[src/rtl/stall_flush_unit.sv]
// -----------------------------------------------------------------------------
// stall_flush_unit
// Pipeline stall/flush controller that works next to the operand-forwarding
// logic. It covers the cases forwarding cannot:
//   * load-use hazard: a load in E feeding a source register in D
//     -> hold F and D for one cycle and bubble E
//   * taken branch/jump in E
//     -> clear the two wrong-path instructions in D and E
//   * data memory in M not ready
//     -> freeze the whole pipe and bubble W
// Hazard outputs are combinational and act in the same cycle. The
// memory-wait FSM, the timeout flag and the performance counters are
// registered.
//
// Ports
//   clk_i, rst_i        clock (rising edge), synchronous active-high reset
//   rs1D_i, rs2D_i      source registers of the instruction in D
//   rdE_i               destination register of the instruction in E
//   mem_readE_i         instruction in E is a load
//   pc_srcE_i           branch/jump taken in E
//   mem_reqM_i          data memory access active in M
//   mem_readyM_i        data memory completes its access this cycle
//   stallF/D/E/M_o      hold PC, F/D, D/E and E/M registers
//   flushD_o, flushE_o  clear F/D and D/E registers
//   flushW_o            insert a bubble into the M/W register
//   mem_err_o           sticky memory-timeout flag, cleared only by reset
//   stall_cnt_o         cycles with stallF_o=1 (saturating)
//   flush_cnt_o         taken-branch flush cycles (saturating)
// -----------------------------------------------------------------------------
module stall_flush_unit #(
   parameter int ADDR_WIDTH = 5,
   parameter int TIMEOUT    = 64,
   parameter int CNT_WIDTH  = 32
) (
   input  logic                  clk_i,
   input  logic                  rst_i,
   input  logic [ADDR_WIDTH-1:0] rs1D_i,
   input  logic [ADDR_WIDTH-1:0] rs2D_i,
   input  logic [ADDR_WIDTH-1:0] rdE_i,
   input  logic                  mem_readE_i,
   input  logic                  pc_srcE_i,
   input  logic                  mem_reqM_i,
   input  logic                  mem_readyM_i,
   output logic                  stallF_o,
   output logic                  stallD_o,
   output logic                  stallE_o,
   output logic                  stallM_o,
   output logic                  flushD_o,
   output logic                  flushE_o,
   output logic                  flushW_o,
   output logic                  mem_err_o,
   output logic [CNT_WIDTH-1:0]  stall_cnt_o,
   output logic [CNT_WIDTH-1:0]  flush_cnt_o
);

   localparam int WAIT_W = $clog2(TIMEOUT + 1);

   typedef enum logic {
      RUN      = 1'b0,
      MEM_WAIT = 1'b1
   } state_t;

   state_t                state_q;
   state_t                state_d;
   logic [WAIT_W-1:0]     wait_q;
   logic                  err_q;
   logic [CNT_WIDTH-1:0]  stall_cnt_q;
   logic [CNT_WIDTH-1:0]  flush_cnt_q;
   logic                  freeze;
   logic                  lduse;

   // A pending, not-ready memory access freezes the pipe in either state.
   assign freeze = mem_reqM_i & ~mem_readyM_i;
   assign lduse  = mem_readE_i & (rdE_i != '0) &
                   ((rdE_i == rs1D_i) | (rdE_i == rs2D_i));

   // Next-state and hazard outputs.
   always_comb begin
      state_d  = state_q;
      stallF_o = 1'b0;
      stallD_o = 1'b0;
      stallE_o = 1'b0;
      stallM_o = 1'b0;
      flushD_o = 1'b0;
      flushE_o = 1'b0;
      flushW_o = 1'b0;

      unique case (state_q)
         RUN:      if (freeze) state_d = MEM_WAIT;
         // A ready pulse without an active request is meaningless and ignored.
         MEM_WAIT: if (mem_reqM_i & mem_readyM_i) state_d = RUN;
         default:  state_d = RUN;
      endcase

      if (rst_i) begin
         // Clearing D and E keeps garbage out of the pipe while reset is held.
         flushD_o = 1'b1;
         flushE_o = 1'b1;
      end else if (freeze) begin
         // E stays held, so a branch or load-use there is re-evaluated on release.
         stallF_o = 1'b1;
         stallD_o = 1'b1;
         stallE_o = 1'b1;
         stallM_o = 1'b1;
         flushW_o = 1'b1;
      end else begin
         // The PC mux takes the redirect target on a taken branch, so holding
         // the PC would lose it: stallF is dropped while stallD still applies.
         stallF_o = lduse & ~pc_srcE_i;
         stallD_o = lduse;
         flushD_o = pc_srcE_i;
         flushE_o = lduse | pc_srcE_i;
      end
   end

   always_ff @(posedge clk_i) begin
      if (rst_i) begin
         state_q     <= RUN;
         wait_q      <= '0;
         err_q       <= 1'b0;
         stall_cnt_q <= '0;
         flush_cnt_q <= '0;
      end else begin
         state_q <= state_d;

         // Wait counter is zero on entry to MEM_WAIT and stops at TIMEOUT.
         if (state_q == RUN) begin
            wait_q <= '0;
         end else begin
            if (wait_q != WAIT_W'(TIMEOUT)) wait_q <= wait_q + WAIT_W'(1);
            if (wait_q == WAIT_W'(TIMEOUT - 1)) err_q <= 1'b1;
         end

         if (stallF_o && (stall_cnt_q != '1))
            stall_cnt_q <= stall_cnt_q + CNT_WIDTH'(1);
         if (pc_srcE_i && !freeze && (flush_cnt_q != '1))
            flush_cnt_q <= flush_cnt_q + CNT_WIDTH'(1);
      end
   end

   assign mem_err_o   = err_q;
   assign stall_cnt_o = stall_cnt_q;
   assign flush_cnt_o = flush_cnt_q;

endmodule
[config.mk]
export PLATFORM = sky130hd
export DESIGN_NAME = stall_flush_unit
export DESIGN_NICKNAME = d
export VERILOG_FILES = /design/src/rtl/stall_flush_unit.sv
export SDC_FILE = /design/constraint.sdc
export NUM_CORES = 1
export LEC_CHECK = 0
export ABC_AREA = 1
export CAP_MARGIN = 10
export CELL_PAD_IN_SITES_DETAIL_PLACEMENT = 0
export CELL_PAD_IN_SITES_GLOBAL_PLACEMENT = 1
export CORE_MARGIN = 2
export CORE_UTILIZATION = 40
export DETAILED_ROUTE_END_ITERATION = 8
export GPL_ROUTABILITY_DRIVEN = 0
export PLACE_DENSITY_LB_ADDON = 0.08
export SYNTH_ARGS = -nofsm -noshare
export SYNTH_HDL_FRONTEND = slang
export SYNTH_SLANG_ARGS = --single-unit
[constraint.sdc]
create_clock -name clk_i -period 3.1 [get_ports clk_i]
set_input_delay 0.62 -clock clk_i [delete_from_list [all_inputs] [get_ports clk_i]]
set_output_delay 0.62 -clock clk_i [all_outputs]
set_load 0.02 [all_outputs]
==> flow_summary.json <==
{
  "worst_hold_path.num_cells": 2,
  "synth_enable_flop_cells": 0,
  "non_filler_cells_final": 1030,
  "grt_first_pass_wirelength_um": 23800,
  "end_kind": "primary output",
  "design.final.nets": 883,
  "post_cts_buffers": 0,
  "synth.area.top_cells": "sky130_fd_sc_hd__dfxtp_1 (30%), sky130_fd_sc_hd__nand2_1 (20%), sky130_fd_sc_hd__nor2_1 (7.8%)",
  "first_global_vias": 4747,
  "grt_start_max_net_pins": 56,
  "period_needed_ns": 2.88,
  "crit-reg2reg-capture": "stall_cnt_o[8]",
  "syn_inst": 776,
  "setup.worst_path.start": "mem_reqM_i",
  "timing.final.ws_setup_ns": 0.217,
  "reg2reg_from": "stall_cnt_o[0]",
  "synth.lib_cells_used.distinct": 34,
  "grt_overflow": 0,
  "place_ws_ns": -0.000731,
  "core-area_um2": 12100,
  "final_layout_size_suffix_gt1_frac": 0.0986,
  "post_drt_via_cell_ratio": 4.99,
  "synth-warning-count": 0,
  "hold_ws_ns": 0.475,
  "critical_path.startpoint_type": "primary input",
  "detail-route-antenna-nets": 0,
  "routed_wire_length_per_instance_um": 14.2,
  "timing.critical_path.arrival_ns": 2.26,
  "fin_skew_ns": 0.00617,
  "netlist_area_um2": 4940,
  "timing.reg2reg.worst_path_depth": 13,
  "num-fill-cells": 1260,
  "critical_path_required_ns": 2.48,
  "antenna_found_initial": 0,
  "timing.hold.worst.class": "reg2reg",
  "areaGrowthSynthToFinish_pct": 25.2,
  "first_iter_violations": 290,
  "rsz0062_at_grt": "false",
  "area.sequential_um2": 1460,
  "crit_fanout": 5,
  "num_vias": 5142,
  "sequential_element_share_of_the_synthesized_area": 0.296,
  "cts_inserted_buffers": 9,
  "routed_wl_um": 14700,
  "p_per_area_nw_per_um2": 339,
  "clk_pin_slew_ns": 0.06,
  "cts_htree_levels": 3,
  "initial_utilization": 0.410,
  "timing_worst_setup_path_type": "in2out",
  "finalSetupViolations": 0,
  "primary_flip_flop_cell_chosen_by_synthesis_mapping": "sky130_fd_sc_hd__dfxtp_1",
  "run_status": "completed",
  "hold_path_startpoint": "wait_q[6]",
  "die_height_um": 115,
  "timing.fmax_mhz": 347,
  "cts_tree": "yes",
  "worstSkewPairLatency_ns": 0.34,
  "ir_drop_v": 0.000225,
  "die_w_um": 115,
  "cts_num_sinks": 73,
  "cts_max_path_buffers": 2,
  "holdPathEnd": "wait_q[6]",
  "insertedDiodeCount": 0,
  "fin_total_pwr_uw": 2100,
  "report.final.hold_viol_count": 0,
  "yosys.area.top_type": "sky130_fd_sc_hd__dfxtp_1",
  "syn_avg_cell_area_um2": 6.37,
  "die_area_um2": 13300,
  "placement_rows": 40,
  "cap_viol_max_count": 0,
  "synth.cells.most_frequent": "sky130_fd_sc_hd__nand2_1 (264), sky130_fd_sc_hd__nor2_1 (103), sky130_fd_sc_hd__dfxtp_1 (73), sky130_fd_sc_hd__inv_1 (56), sky130_fd_sc_hd__a21oi_1 (50)",
  "tightest_slew_ns": 0.693,
  "synth_seq_cells": 73,
  "drc_errors": 0,
  "synth_largest_type_area_fraction": 0.296,
  "clock_tree.root_cell": "sky130_fd_sc_hd__clkbuf_16",
  "synthArstFlopShare": 0,
  "finalCoreUtilization": 0.513,
  "slew_headroom": 0.538,
  "drtPass1Iterations": 5,
  "leakage_uw": 0.00226,
  "dp.final_hpwl_um": 10800,
  "yosysMostFrequentCell": "sky130_fd_sc_hd__nand2_1",
  "report.final.slew_viol_count": 0,
  "syn-num-nets": 801,
  "gr-usage-all-layers": 0.226,
  "ioPinCount": 93,
  "multiInputGateArea_um2": 3030,
  "minimum_setup_slack_among_reg_to_reg_paths_ns": 0.84,
  "cells_after_dpl": 1015,
  "cts_hold_buffers": 0,
  "port_buffers": 92,
  "min_period_over_period": 0.930
}
[routing by layer]
metal	global-route usage	up-vias	routed length, µm
met3	0.0364	11	789
met4	0.0731	0	177
met1	0.341	2373	7670
li1	-	2636	-
met2	0.326	122	6030
met5	0	-	0
[worst max-delay path, cell delays in order]
cell                              delay [ns]
sky130_fd_sc_hd__clkdlybuf4s50_1        0.48
sky130_fd_sc_hd__inv_1                  0.05
sky130_fd_sc_hd__nor2_1                 0.14
sky130_fd_sc_hd__inv_2                  0.05
sky130_fd_sc_hd__buf_4                  0.15
sky130_fd_sc_hd__nor2_1                 0.15
sky130_fd_sc_hd__clkdlybuf4s50_1        0.63
[worst max-delay path by stage]
stage          endpoint  slack, ns  cells after the start
5_1_grt        flushW_o       0.12                      7
6_report       stallM_o       0.22                      7
3_5_place_dp   flushE_o    -0.0007                     10
4_1_cts        stallF_o       0.02                     10
3_3_place_gp   flushE_o      0.002                     10
2_1_floorplan  stallF_o       0.63                      9
[state kept, by name (all words and copies together), names as in the netlist, named ones only]
| signal | cells |
|---|---|
| mem_err_o | 1 |
| flush_cnt_o | 32 |
| wait_q | 7 |
| stall_cnt_o | 32 |
[area by class of cell]
class	instances	share of cell area
multi-input cells	608	0.489
flip-flops and latches	73	0.236
repair buffers	98	0.156
inverters	68	0.0412
clock buffers	10	0.0386
well taps	168	0.0340
clock inverters	5	0.00525
[metrics by stage]
| step | cell area (µm²) | TNS, ns |
|---|---|---|
| 4_1_cts | 6190 | 0 |
| 5_1_grt | 6190 | 0 |
| 6_report | 6190 | 0 |
| 3_3_place_gp | 5920 | 0 |
| 2_1_floorplan | 4940 | 0 |
| 3_5_place_dp | 5920 | -0.000731 |
[power by group]
group          internal [µW]  switching [µW]
Combinational           62.3             117
Sequential               944            6.58
Clock                    557             410
[kinds of logic (layout without fill, tap and decap cells)]
group,count (synthesis),count (layout),share of synthesized area
simple gates,493,493,0.451
buf+inv,95,181,0.0919
flops,73,73,0.296
compound gates,72,72,0.0823
xor+xnor,39,39,0.0691
fa+ha+maj,4,4,0.0101
[timing repair]
| action | 4_1_cts | 5_1_grt |
|---|---|---|
| gates resized for setup | 1 | 2 |
| setup endpoints to repair | 1 | 2 |
| endpoints found under the hold margin | 0 | 0 |
[layout by cell type, fill, tap and decap left out, types with 3 or more instances in the layout]
| cell type | synthesis | final |
|---|---|---|
| sky130_fd_sc_hd__a21oi_1 | 50 | 50 |
| sky130_fd_sc_hd__xor2_1 | 22 | 22 |
| sky130_fd_sc_hd__nor3_1 | 14 | 14 |
| sky130_fd_sc_hd__a21oi_2 | 12 | 12 |
| sky130_fd_sc_hd__nand4_1 | 41 | 41 |
| sky130_fd_sc_hd__dfxtp_1 | 73 | 73 |
| sky130_fd_sc_hd__inv_2 | 12 | 12 |
| sky130_fd_sc_hd__clkbuf_16 | 0 | 9 |
| sky130_fd_sc_hd__nor2_1 | 103 | 103 |
| sky130_fd_sc_hd__buf_4 | 2 | 6 |
| sky130_fd_sc_hd__clkinv_2 | 0 | 3 |
| sky130_fd_sc_hd__nand2_2 | 16 | 16 |
| sky130_fd_sc_hd__nand2_1 | 264 | 264 |
| sky130_fd_sc_hd__nor2_4 | 6 | 6 |
| sky130_fd_sc_hd__xnor2_1 | 17 | 17 |
| sky130_fd_sc_hd__nand3_1 | 18 | 18 |
| sky130_fd_sc_hd__ha_1 | 4 | 4 |
| sky130_fd_sc_hd__o21ai_0 | 8 | 8 |
| sky130_fd_sc_hd__clkdlybuf4s50_1 | 0 | 88 |
| sky130_fd_sc_hd__inv_1 | 56 | 56 |
| sky130_fd_sc_hd__nor2_2 | 9 | 9 |
| sky130_fd_sc_hd__nand3b_1 | 12 | 12 |
Note: power is estimated with default switching activity, not from simulation.
